**config.mk**
```make
export PLATFORM = sky130hd
export DESIGN_NAME = sauria_cfg_addr_router
export DESIGN_NICKNAME = d
export VERILOG_FILES = /design/src/rtl/sauria_cfg_addr_router.sv
export SDC_FILE = /design/constraint.sdc
export NUM_CORES = 1
export LEC_CHECK = 0
export CAP_MARGIN = 5
export CORE_AREA = 2 2 121 123
export DETAILED_ROUTE_END_ITERATION = 6
export DIE_AREA = 0 0 123 125
export GPL_ROUTABILITY_DRIVEN = 0
export PLACE_DENSITY_LB_ADDON = 0.25
export SYNTH_ARGS = -nofsm -noshare
export SYNTH_HDL_FRONTEND = slang
export SYNTH_SLANG_ARGS = --single-unit
```
**constraint.sdc**
```tcl
create_clock -name i_clk -period 3.3 [get_ports i_clk]
set_clock_uncertainty 0.05 [all_clocks]
set_input_delay 0.99 -clock i_clk [delete_from_list [all_inputs] [get_ports i_clk]]
set_output_delay 0.99 -clock i_clk [all_outputs]
set_load 0.005 [all_outputs]
```
**src/rtl/sauria_cfg_addr_router.sv**
```systemverilog
// sauria_cfg_addr_router
//   Routes single outstanding configuration requests from one upstream
//   port to one of N_TARGETS address regions. A region hits when
//   (addr & TGT_MASK[i]) == TGT_BASE[i]; the lowest hitting index wins.
//   Unmapped requests and targets that do not complete within
//   TIMEOUT_CYCLES get an error response. One transaction at a time.
//
// Ports
//   i_clk, i_rst           clock, synchronous active-high reset
//   i_req/o_gnt            upstream handshake (accept when both high)
//   i_addr/i_we/i_wdata    upstream request payload
//   o_rvalid/o_rdata/o_err one-cycle upstream response
//   o_tgt_req              one-hot request to the selected target
//   i_tgt_gnt              per-target grant
//   o_tgt_addr/_we/_wdata  forwarded request (address is region-local)
//   i_tgt_rvalid/_rdata    per-target response, rdata slice i = target i
//   o_busy                 transaction in flight
module sauria_cfg_addr_router #(
    parameter int N_TARGETS = 4,
    parameter int ADDR_W    = 32,
    parameter int DATA_W    = 32,
    parameter logic [N_TARGETS-1:0][ADDR_W-1:0] TGT_BASE =
        {32'h000C_0000, 32'h0008_0000, 32'h0004_0000, 32'h0000_0000},
    parameter logic [N_TARGETS-1:0][ADDR_W-1:0] TGT_MASK =
        {N_TARGETS{ADDR_W'(32'h003C_0000)}},
    parameter int TIMEOUT_CYCLES = 256
) (
    input  logic                          i_clk,
    input  logic                          i_rst,
    input  logic                          i_req,
    output logic                          o_gnt,
    input  logic [ADDR_W-1:0]             i_addr,
    input  logic                          i_we,
    input  logic [DATA_W-1:0]             i_wdata,
    output logic                          o_rvalid,
    output logic [DATA_W-1:0]             o_rdata,
    output logic                          o_err,
    output logic [N_TARGETS-1:0]          o_tgt_req,
    input  logic [N_TARGETS-1:0]          i_tgt_gnt,
    output logic [ADDR_W-1:0]             o_tgt_addr,
    output logic                          o_tgt_we,
    output logic [DATA_W-1:0]             o_tgt_wdata,
    input  logic [N_TARGETS-1:0]          i_tgt_rvalid,
    input  logic [N_TARGETS*DATA_W-1:0]   i_tgt_rdata,
    output logic                          o_busy
);

    localparam int IW = (N_TARGETS > 1) ? $clog2(N_TARGETS) : 1;
    localparam int CW = (TIMEOUT_CYCLES > 0) ? $clog2(TIMEOUT_CYCLES + 1) : 1;
    // Counter value during the last allowed FWD/WAIT cycle.
    localparam logic [CW-1:0] CNT_LAST =
        CW'((TIMEOUT_CYCLES > 0) ? TIMEOUT_CYCLES - 1 : 0);

    typedef enum logic [1:0] {S_IDLE, S_FWD, S_WAIT, S_RESP} state_t;

    state_t              state, state_nx;
    logic [IW-1:0]       idx;
    logic [ADDR_W-1:0]   tgt_addr;
    logic                tgt_we;
    logic [DATA_W-1:0]   tgt_wdata;
    logic [DATA_W-1:0]   rdata;
    logic                err;
    logic [CW-1:0]       cnt;

    logic                hit;
    logic [IW-1:0]       hit_idx;
    logic [ADDR_W-1:0]   hit_off;
    logic                accept;
    logic                sel_gnt, sel_rvalid;
    logic [DATA_W-1:0]   sel_rdata;
    logic                active, expired, done, timeout;

    // Lowest index wins: scan downward so the last match written is the lowest.
    always_comb begin
        hit     = 1'b0;
        hit_idx = '0;
        for (int i = N_TARGETS - 1; i >= 0; i--) begin
            if ((i_addr & TGT_MASK[i]) == TGT_BASE[i]) begin
                hit     = 1'b1;
                hit_idx = IW'(i);
            end
        end
    end

    assign hit_off    = i_addr & ~TGT_MASK[hit_idx] & ~TGT_BASE[hit_idx];
    assign accept     = i_req && o_gnt;

    // Only the selected target's handshake is ever looked at.
    assign sel_gnt    = i_tgt_gnt[idx];
    assign sel_rvalid = i_tgt_rvalid[idx];
    assign sel_rdata  = i_tgt_rdata[idx*DATA_W +: DATA_W];

    assign active  = (state == S_FWD) || (state == S_WAIT);
    assign expired = (TIMEOUT_CYCLES != 0) && (cnt == CNT_LAST);
    assign done    = ((state == S_FWD) && sel_gnt && sel_rvalid) ||
                     ((state == S_WAIT) && sel_rvalid);
    // Completion in the same cycle as expiry still counts as success.
    assign timeout = active && expired && !done;

    always_comb begin
        state_nx = state;
        case (state)
            S_IDLE: if (accept) state_nx = hit ? S_FWD : S_RESP;
            S_FWD: begin
                if (done || expired) state_nx = S_RESP;
                else if (sel_gnt)    state_nx = S_WAIT;
            end
            S_WAIT: if (done || expired) state_nx = S_RESP;
            S_RESP: state_nx = S_IDLE;
            default: state_nx = S_IDLE;
        endcase
    end

    always_ff @(posedge i_clk) begin
        if (i_rst) begin
            state     <= S_IDLE;
            idx       <= '0;
            tgt_addr  <= '0;
            tgt_we    <= 1'b0;
            tgt_wdata <= '0;
            rdata     <= '0;
            err       <= 1'b0;
            cnt       <= '0;
        end else begin
            state <= state_nx;
            cnt   <= active ? cnt + 1'b1 : '0;
            if (accept) begin
                idx       <= hit ? hit_idx : '0;
                tgt_addr  <= hit ? hit_off : '0;
                tgt_we    <= i_we;
                tgt_wdata <= i_wdata;
                err       <= !hit;
                rdata     <= '0;
            end
            if (done) begin
                rdata <= sel_rdata;
                err   <= 1'b0;
            end else if (timeout) begin
                err   <= 1'b1;
            end
        end
    end

    always_comb begin
        o_tgt_req = '0;
        if (state == S_FWD) o_tgt_req[idx] = 1'b1;
    end

    assign o_gnt       = (state == S_IDLE) && !i_rst;
    assign o_busy      = (state != S_IDLE);
    assign o_rvalid    = (state == S_RESP);
    assign o_err       = (state == S_RESP) && err;
    assign o_rdata     = ((state == S_RESP) && !err && !tgt_we) ? rdata : '0;
    assign o_tgt_addr  = tgt_addr;
    assign o_tgt_we    = tgt_we;
    assign o_tgt_wdata = tgt_wdata;

endmodule

```
==> impl_metrics.tcl <==
set metrics [dict create \
    worst_slew_pin_slew_ps 994 \
    finalHoldViolations 0 \
    worstPathArrival_ps 2070 \
    fp.coreArea_um2 14200 \
    drc 0 \
    dr.pass1.iters 5 \
    maxCapViolations 0 \
    endpoint_kind "output port" \
    antenna_found_initial 0 \
    syn_area_per_cell_um2 9.00 \
    status "complete, no violations" \
    peakVddDrop_mv 0.293 \
    rsz0062_at_grt "false" \
    p_per_area_nw_per_um2 452 \
    setup_viol 0 \
    clk_pin_slew_ps 70 \
    totalNegativeSetupSlack_ps 0 \
    min_period_ps 3110 \
    diodes 0 \
    synthCells 593 \
    synth-seq-cells 107 \
    ioPinCount 309 \
    synthToLayoutAreaGrowth_pct 63.9 \
    start_kind "flop" \
    synth_enable_flop_cells 0 \
    ys.flop_type "dfxtp_1" \
    die-area_um2 15400 \
    routedWlPerCell_um 17.3 \
    ys_types 36 \
    grt.overflow.total 0 \
    fmax_mhz 322 \
    die_h_um 125 \
    start_util_pct 37.6 \
    total_power_mw 3.96 \
    ctsHtreeMaxLevel 3 \
    die_width_um 123 \
    path_class "flop to output port" \
    vias 5526 \
    initialDrtViolationCount 182 \
    hold_slack_ps 397 \
    synth.yosys.warnings 0 \
    viasPerCell 5.26 \
    cp_data_required_time_ps 2260 \
    numPortBuffers 304 \
    hold_class "flop to flop" \
    clock_latency_ps 350 \
    p_leak_nw 3.11 \
    nets 1074 \
    drt-total-wl_um 18100 \
    grt_pass1_vias 5597 \
    cts_setup_buffers 0 \
    synth_async_sr_flop_share_pct 0 \
    grt_pass1_wl_um 27900 \
    finalCritPeriodShare_pct 94.1 \
    grt_usage_pct 23.1 \
    post-dp-hpwl_um 13500 \
    cts_tree "yes" \
    drive_above_1_share_pct 7.73 \
    ys_seq_area_share_pct 40.1 \
    drv_slew 0 \
    numCtsBuffers 9 \
    root_buffer "clkbuf_16" \
    crit_fanout 32 \
    slew_headroom_pct 33.8 \
    antenna_left 0 \
    clock_path_buffers 2 \
    rows 44 \
    cts_sinks 107 \
    grt_max_degree 100 \
    synthesis.area_um2 5340 \
]
[layout by cell type (no fill, tap or decap), types with 3 or more instances in the layout]
cell,synthesis,final
clkbuf_16,0,9
nand3_1,68,68
nand2b_1,4,4
nand3b_1,34,34
inv_1,5,5
and2_1,33,33
dfxtp_1,107,105
mux4_2,34,34
o211ai_1,32,32
clkbuf_1,43,3
clkdlybuf4s50_1,0,303
a21oi_1,65,65
buf_4,8,10
nor2_1,14,12
ha_1,7,7
xor2_1,3,3
nand2_1,102,102
conb_1,1,4
[timing repair]
item	in CTS	in global routing
resized for setup	0	1
hold buffers	0	0
setup endpoints to repair	0	2
endpoints found under the hold margin	0	0
[final timing paths]
| check | startpoint | to | slack, ps | cells past startpoint |
|---|---|---|---|---|
| max | state[0] | o_rdata[12] | 190 | 5 |
| min | cnt[0] | cnt[0] | 400 | 1 |
| max reg2reg | idx[0] | rdata[10] | 1240 | 4 |
| min reg2reg | cnt[0] | cnt[0] | 400 | 1 |
[cell usage after synthesis, types with 2 or more instances]
master | n | area, um^2
a21o_1 | 2 | 15.0
a21oi_1 | 65 | 325
and2_1 | 33 | 206
and3_1 | 2 | 12.5
buf_1 | 3 | 11.3
buf_2 | 5 | 25.0
buf_4 | 8 | 60.1
clkbuf_1 | 43 | 161
dfxtp_1 | 107 | 2140
ha_1 | 7 | 87.6
inv_1 | 5 | 18.8
mux2i_1 | 2 | 20.0
mux4_2 | 34 | 766
nand2_1 | 102 | 383
nand2b_1 | 4 | 25.0
nand3_1 | 68 | 340
nand3b_1 | 34 | 255
nor2_1 | 14 | 52.6
nor3b_1 | 3 | 22.5
o211ai_1 | 32 | 240
o21ai_0 | 2 | 10.0
or3_1 | 2 | 12.5
xor2_1 | 3 | 26.3
[layer usage]
| metal | up-vias | part of all wire (%) | global-route usage, % |
|---|---|---|---|
| li1 | 2640 | - | - |
| met1 | 2629 | 38 | 25.4 |
| met2 | 220 | 52 | 42.2 |
| met3 | 37 | 6.9 | 4.74 |
| met4 | 0 | 3.2 | 9.89 |
| met5 | - | 0 | 0 |
[area by class of cell]
class	instances	area [um^2]
repair buffers	316	3140
well taps	184	230
multi-input cells	424	2930
inverters	5	18.8
clock inverters	3	40.0
fillers	1209	5460
clock buffers	12	236
flip-flops and latches	107	2140
[critical path: stages, from the launching register on]
cell and delay, ps:
dfxtp_1 380, ha_1 200, nor3b_2 180, buf_6 230, and2_1 160, clkdlybuf4s50_1 540
[report_power, final]
group          internal, mW  switching [mW]  leakage (nW)
Sequential             1.46          0.0953         0.872
Combinational         0.684           0.679          2.11
Clock                 0.583           0.452         0.136
Total                  2.73            1.23          3.11
[stage by stage]
step,std cells,setup WS [ps],util [%],cell area [um^2]
6_report,1051,193,61.6,8750
5_1_grt,1051,34.6,61.6,8750
3_5_place_dp,1036,434,59.6,8470
3_3_place_gp,1036,485,59.6,8470
4_1_cts,1051,133,61.6,8740
2_1_floorplan,596,673,-,5350
[logic make-up after synthesis]
logic type / Yosys count / synth area share [%]
simple gates: 263 / 24.7
compound gates: 109 / 12.5
flops: 107 / 40.1
buf+inv: 65 / 5.39
mux: 37 / 14.9
fa+ha+maj: 7 / 1.64
xor+xnor: 4 / 0.657
other cells: 1 / 0.0703
[sequential cells by signal, summed over array words and instances (netlist names)]
| register | flops |
|---|---|
| o_tgt_wdata | 32 |
| state | 2 |
| o_tgt_addr | 28 |
| idx | 2 |
| err | 1 |
| o_tgt_we | 1 |
| rdata | 32 |
| cnt | 9 |
Power figures use the tool's default switching activity.
